$ cat config.mk
export PLATFORM = sky130hd
export DESIGN_NAME = sine_arbiter
export DESIGN_NICKNAME = d
export VERILOG_FILES = /design/src/rtl/sine_arbiter.sv
export SDC_FILE = /design/constraint.sdc
export NUM_CORES = 1
export LEC_CHECK = 0
export BUFFER_PORTS_ARGS = -buffer_cell sky130_fd_sc_hd__buf_2
export CAP_MARGIN = 0
export CORE_MARGIN = 2
export CORE_UTILIZATION = 48
export CTS_BUF_LIST = sky130_fd_sc_hd__clkbuf_4 sky130_fd_sc_hd__clkbuf_8
export DETAILED_ROUTE_END_ITERATION = 6
export HOLD_SLACK_MARGIN = 0.12
export PLACE_DENSITY = 0.87
export SETUP_SLACK_MARGIN = 0.1
export SYNTH_ARGS = -nofsm -noshare
export SYNTH_HDL_FRONTEND = slang
export SYNTH_SLANG_ARGS = --single-unit
$ cat constraint.sdc
create_clock -name clk -period 3.51 [get_ports clk]
set_input_delay 0.1755 -clock clk [delete_from_list [all_inputs] [get_ports clk]]
set_output_delay 0.1755 -clock clk [all_outputs]
set_load 0.03 [all_outputs]
$ cat src/rtl/sine_arbiter.sv
// sine_arbiter: round-robin sequencer sharing one sine_approx among NUM_REQ requesters.
// Optional input saturation and error flag via SINE_ARB_RANGE_CHECK_EN.
module sine_arbiter #(
  parameter int NUM_REQ = 4,
  parameter int IDW = $clog2(NUM_REQ),
  parameter int TOTAL_WIDTH = 8
) (
  input  logic                           clk,
  input  logic                           rst,
  input  logic [NUM_REQ-1:0]             req_valid,
  output logic [NUM_REQ-1:0]             req_ready,
  input  logic [NUM_REQ*TOTAL_WIDTH-1:0] req_x,
  output logic [TOTAL_WIDTH-1:0]         sin_x,
  input  logic [TOTAL_WIDTH-1:0]         sin_y,
  output logic                           rsp_valid,
  input  logic                           rsp_ready,
  output logic [TOTAL_WIDTH-1:0]         rsp_y,
  output logic [IDW-1:0]                 rsp_id,
  output logic                           rsp_err
);
  localparam int W = TOTAL_WIDTH;
  localparam logic [1:0] IDLE = 2'd0, EVAL = 2'd1, RESP = 2'd2;
  logic [1:0] state_q, state_d;
  logic [IDW-1:0] rr_q, rr_d, id_q, id_d, rsp_id_q, rsp_id_d, win;
  logic [W-1:0] x_q, x_d, rsp_y_q, rsp_y_d, x_sel, x_in;
  logic found, rsp_valid_q, rsp_valid_d;
  // Scan downward from the farthest offset so the nearest valid requester wins.
  always_comb begin
    found = 1'b0;
    win = '0;
    for (int k = NUM_REQ - 1; k >= 0; k--) begin
      if (req_valid[(int'(rr_q) + k) % NUM_REQ]) begin
        found = 1'b1;
        win = IDW'((int'(rr_q) + k) % NUM_REQ);
      end
    end
  end
  assign x_sel = req_x[int'(win)*W +: W];
`ifdef SINE_ARB_RANGE_CHECK_EN
  localparam logic signed [W-1:0] X_MIN = W'(-101), X_MAX = W'(100);
  logic err_in, err_q, err_d, rsp_err_q, rsp_err_d;
  assign err_in = $signed(x_sel) < X_MIN || $signed(x_sel) > X_MAX;
  assign x_in = err_in ? ($signed(x_sel) < X_MIN ? X_MIN : X_MAX) : x_sel;
  assign rsp_err = rsp_err_q;
`else
  assign x_in = x_sel;
  assign rsp_err = 1'b0;
`endif
  assign req_ready = (!rst && state_q == IDLE && found) ? NUM_REQ'(1) << win : '0;
  assign sin_x = x_q;
  assign rsp_valid = rsp_valid_q;
  assign rsp_y = rsp_y_q;
  assign rsp_id = rsp_id_q;
  always_comb begin
    state_d = state_q;
    rr_d = rr_q;
    x_d = x_q;
    id_d = id_q;
    rsp_valid_d = rsp_valid_q;
    rsp_y_d = rsp_y_q;
    rsp_id_d = rsp_id_q;
`ifdef SINE_ARB_RANGE_CHECK_EN
    err_d = err_q;
    rsp_err_d = rsp_err_q;
`endif
    if (state_q == IDLE && found) begin
      state_d = EVAL;
      x_d = x_in;
      id_d = win;
      rr_d = IDW'((int'(win) + 1) % NUM_REQ);
`ifdef SINE_ARB_RANGE_CHECK_EN
      err_d = err_in;
`endif
    end else if (state_q == EVAL) begin
      state_d = RESP;
      rsp_y_d = sin_y;
      rsp_id_d = id_q;
      rsp_valid_d = 1'b1;
`ifdef SINE_ARB_RANGE_CHECK_EN
      rsp_err_d = err_q;
`endif
    end else if (state_q == RESP && rsp_ready) begin
      state_d = IDLE;
      rsp_valid_d = 1'b0;
    end else if (state_q > RESP) begin
      state_d = IDLE;
    end
  end
  always_ff @(posedge clk) begin
    if (rst) begin
      state_q <= IDLE;
      rr_q <= '0;
      x_q <= '0;
      id_q <= '0;
      rsp_valid_q <= 1'b0;
      rsp_y_q <= '0;
      rsp_id_q <= '0;
`ifdef SINE_ARB_RANGE_CHECK_EN
      err_q <= 1'b0;
      rsp_err_q <= 1'b0;
`endif
    end else begin
      state_q <= state_d;
      rr_q <= rr_d;
      x_q <= x_d;
      id_q <= id_d;
      rsp_valid_q <= rsp_valid_d;
      rsp_y_q <= rsp_y_d;
      rsp_id_q <= rsp_id_d;
`ifdef SINE_ARB_RANGE_CHECK_EN
      err_q <= err_d;
      rsp_err_q <= rsp_err_d;
`endif
    end
  end
endmodule

## Yosys cells after proc, flatten, opt, wreduce, memory -nomap -nowiden

Cells that the tools add are included.

- Input bits: 47
- Flip-flop bits (word level): 25
- Memories kept: 0
- Bits in writable memories: 0
- Word-level logic and storage cells: 66
- ROM bits: 0
- Latch bits: 0
- Output and inout port bits: 24

- Div/mod/pow operators: 0
- Order comparisons: 5
- Shift-type cells: 2
- Muxes and demuxes: 26
- Multipliers: 0
- Add/sub/neg operators: 4
- Reduce and logical (&&, ||, !) cells: 15
- Bitwise operators: 4
- Equality and inequality tests: 2

Operators by type and width:

| cell | count |
|---|---|
| variable part select 32 x 6 -> 8 bit | 1 |
| two-way mux 1 bit | 14 |
| two-way mux 2 bit | 7 |
| less-than comparator 3 x 4 -> 1 bit (second input constant) | 3 |
| binary-select mux 1 bit (select 2 bit) | 4 |
| OR reduction 2 bit | 4 |
| adder 2 x 1 -> 2 bit (second input constant) | 2 |
| adder 2 bit (second input constant) | 2 |
| logical AND 1 bit | 4 |
| two-way mux 4 bit | 1 |
| AND reduction 2 bit | 2 |
| nonzero test 4 bit | 1 |
| left shift 1 x 2 -> 4 bit (first input constant) | 1 |
| AND 1 bit (first input constant) | 3 |
| less-than comparator 2 x 3 -> 1 bit (second input constant) | 1 |
| nonzero test 3 bit | 1 |
| equality test 2 x 1 -> 1 bit (second input constant) | 1 |
| equality test 2 bit (second input constant) | 1 |
| > comparator 2 bit (second input constant) | 1 |
| logical NOT 2 bit | 1 |
| nonzero test 2 bit | 1 |
| logical NOT 1 bit | 1 |
| inverter 1 bit | 1 |

## Logic depth before layout (Yosys ltp)

- Word-level depth: 13
- Gate-level depth with buffers: 6
- Gate-level depth less buffers: 5

## Worst setup path before layout

Ideal clock, no wire load.

- Path kind: reg-to-output
- Start point: register rr_q[0]
- End point: output req_ready[1]
- Arrival time: 1.591 ns
- Required time: 3.334 ns
- Path buffers: 1
- Path slack: 1.744 ns
- Cell stages (with the launch flop): 7
- Cells stage by stage: dfxtp_1 > nor2b_1 > or4_4 > nand2_4 > buf_8 > inv_2 > nor2_1

- Longest elaborated chain between the ends: 10
- Elaborated cells on any way between the ends: 25
- Those cells by class: add/sub: 3; shift: 1; mux: 20; reduce/logical: 1

RTL lines:

| item | line | text |
|---|---|---|
| start, declared | 24 | `logic [IDW-1:0] rr_q, rr_d, id_q, id_d, rsp_id_q, rsp_id_d, win;` |
| start signal, assigned | 104 | `rr_q <= rr_d;` |
| adder 2 bit | 32, 34 |  |
| binary-select mux 1 bit (select 2 bit) | 32 | `if (req_valid[(int'(rr_q) + k) % NUM_REQ]) begin` |
| two-way mux 1 bit (not written as such) (2 in series) | 32 |  |
| two-way mux 2 bit or two-way mux 1 bit (tied branches) (4 in series) | 32 |  |
| left shift 1 x 2 -> 4 bit or logical AND 1 bit (tied branches) | 49 | `assign req_ready = (!rst && state_q == IDLE && found) ? NUM_REQ'(1) << win : '0;` |
| two-way mux 4 bit * | 49 |  |
| end, declared | 11 | `output logic [NUM_REQ-1:0] req_ready,` |

Mark *: on every way between the ends. The rest lies on a longest branch, timed or not. The select of a mux whose other input is x is not followed.

## Worst setup path after layout

Ends and elaborated chain as after synthesis.

==> out/metrics.yaml <==
seq_area_frac_synth: 0.422
final_nets: 257
switching_share: 0.367
insertedDiodeCount: 0
r2r-end: "sin_x[1]"
irDropWorstVdd_mv: 0.350
yosysUniqueCellTypes: 26
maxCapViolations: 0
power.total_uw: 743
grt_usage: 0.205
tns_ns: 0
routabilityCongestion: 0.717
timing.fmax_ghz: 0.473
highest_layer: "met4"
dr.pass1.iters: 4
clkPwrFrac: 0.166
wl_met2_um: 1450
grt_pass1_vias: 1071
path_max_fanout: 22
p_sw_uw: 273
yosysWarnings: 0
grt_antenna_before_repair: 0
io_buffers: 69
pwr-share-comb: 0.371
crit_required_ns: 3.33
power_leakage_uw: 0.000788
r2r-start: "rr_q[0]"
vias_per_cell: 5.05
tightest_slew_ns: 0.721
min_to: "state_q[1]"
met3WireLength_um: 116
ios: 71
fin_skew_ns: 0.00410
drv_slew: 0
ys_seq_elements: 25
dieArea_mm2: 0.00288
hold_viol_final: 0
syn_to_final_growth_pct: 36.1
powerDensity_mw_per_mm2: 461
crit_slowest_cell: "or4_4"
r2r_setup_slack_ns: 1.75
clock_path_buffers: 2
finalSetupViolCount: 0
critPathArrivalTime_ns: 1.94
grt_max_degree: 23
synth_area_mm2: 0.00119
drive_above_1_share: 0.373
relSlewSlack: 0.518
crit_type: "reg2out"
min_period_over_period: 0.603
cts_setup_buffers: 0
clkSinkCount: 25
seqPwrFrac: 0.463
p_int_uw: 471
drc: 0
die_h_um: 53.7
wire_per_inst_um: 11.9
grt_setup_unrepaired: "no"
status: "complete, no violations"
avgSynthCellArea_um2: 8.72
hold_path_depth: 3
synth_nets: 183
die_w_um: 53.7
root_buffer: "clkbuf_4"
start_util: 0.492
cts_tree: "built"
period_minus_slack_ns: 2.12
insertion_delay_ns: 0.30
htree_levels: 1
core_mm2: 0.00241
dp_hpwl_um: 1990
crit_path_end_kind: "output pin"
route.antenna.remaining_nets: 0
core.rowCount: 18
ff2ff_path_depth: 5
numCtsBuffers: 3
vias: 1208
wl_um: 2840
holdBufCountCts: 8
cp_cell_sequence: "nor2b_1, or4_4, nand2_4, inv_2, nor2_1, buf_2"
cts_resized: 0
holdCritStartpoint: "rsp_ready"
cpPeakStageDelay_ns: 0.49
met1Wirelength_um: 1220
path_clk_slew_ns: 0.13
grt-ovfl-total: 0
grt_pass1_wl_um: 4430
startpoint_type: "flop"
syn_inst: 136
min_path_type: "in2reg"
first_iter_violations: 18
-- registers in the layout, summed over array words and instances (netlist names) --
register   cells
id_q           2
rr_q           2
rsp_id         2
rsp_valid      1
rsp_y          8
sin_x          8
state_q        2
-- cell families (layout without fill, tap and decap cells) --
| family | count (synthesis) | count (layout) | share of synthesized area |
|---|---|---|---|
| AOI/OAI and AO/OA | 26 | 26 | 0.146 |
| and+or+nand+nor | 56 | 56 | 0.219 |
| other | 1 | 1 | 0.00316 |
| buffers and inverters | 10 | 83 | 0.0591 |
| muxes | 17 | 17 | 0.143 |
| xor gates and xnor gates | 1 | 1 | 0.00739 |
| DFF | 25 | 25 | 0.422 |
-- synth_stat cells, drive strengths merged --
cell type   n  area, um^2
inv         2        7.50
conb        1        3.75
nand2      33         131
dfxtp      25         500
or3b        1        8.76
o22ai       1        6.26
a21oi      13        65.1
clkbuf      4        15.0
o221ai      9        78.8
nor2       10        37.5
buf         4        47.5
xor2        1        8.76
nand2b      2        12.5
or4         1        11.3
a211oi      2        15.0
mux2i      17         170
nor2b       5        31.3
nor4        2        12.5
nor3        2        15.0
a21o        1        7.51
-- worst max-delay path by stage --
| stage | startpoint | to | slack, ns | cells after the start |
|---|---|---|---|---|
| after floorplan | rr_q[0] | req_ready[1] | 1.74 | 6 |
| after global routing | rr_q[0] | req_ready[1] | 1.27 | 6 |
| after global placement | req_valid[0] | req_ready[1] | 1.76 | 7 |
| final | rr_q[0] | req_ready[1] | 1.39 | 6 |
| after CTS | rr_q[0] | req_ready[1] | 1.38 | 6 |
| after detailed placement | req_valid[0] | req_ready[1] | 1.72 | 7 |
-- power groups by stage --
stage / combinational [uW] / clock (uW) / sequential (uW)
global placement: 266 / 0 / 349
CTS: 276 / 126 / 344
detailed placement: 269 / 0 / 350
floorplan: 158 / 0 / 402
finish: 275 / 124 / 344
global route: 299 / 138 / 349
-- cell type report --
cell class              count  area, um^2
repair buffers             77         425
inverters                   2        7.51
well taps                  30        37.5
fillers                   200         796
flip-flops and latches     25         500
clock buffers               3        22.5
multi-input cells         101         616
clock inverters             1        5.00
-- metal layers --
layer  vias to the layer above  track usage
li1                        618            -
met1                       550        0.262
met2                        34        0.346
met3                         6       0.0306
met4                         0       0.0769
met5                         -            0
-- layout by cell type, fill, tap and decap left out --
cell / count
nand2_1: 32
o22ai_1: 1
nor2_1: 10
nand2b_1: 2
inv_2: 1
clkbuf_4: 3
dlygate4sd3_1: 8
buf_2: 69
nor3_2: 1
inv_1: 1
a211oi_1: 2
nor4_1: 2
or3b_2: 1
xor2_1: 1
nor3_1: 1
clkinv_2: 1
dfxtp_1: 25
o221ai_1: 9
nor2b_1: 5
or4_4: 1
a21o_1: 1
nand2_4: 1
mux2i_1: 17
a21oi_1: 13
conb_1: 1
-- worst max-delay path: cells and delay by family (launching register included) --
family        cells  cell delay (ns)
buf+inv           2             0.28
flops             1             0.40
simple gates      4             0.95
-- stage by stage --
stage               hold WS [ns]  instances  cell area (um^2)  worst slack [ns]   util
finish                     0.140        239              1610              1.39  0.670
global route               0.163        239              1610              1.27  0.670
CTS                        0.133        239              1610              1.38  0.670
detailed placement         0.424        227              1510              1.72  0.625
global placement           0.418        227              1510              1.76  0.625
floorplan                  0.311        136              1190              1.74      -
Note: power is estimated with default switching activity, not from simulation.
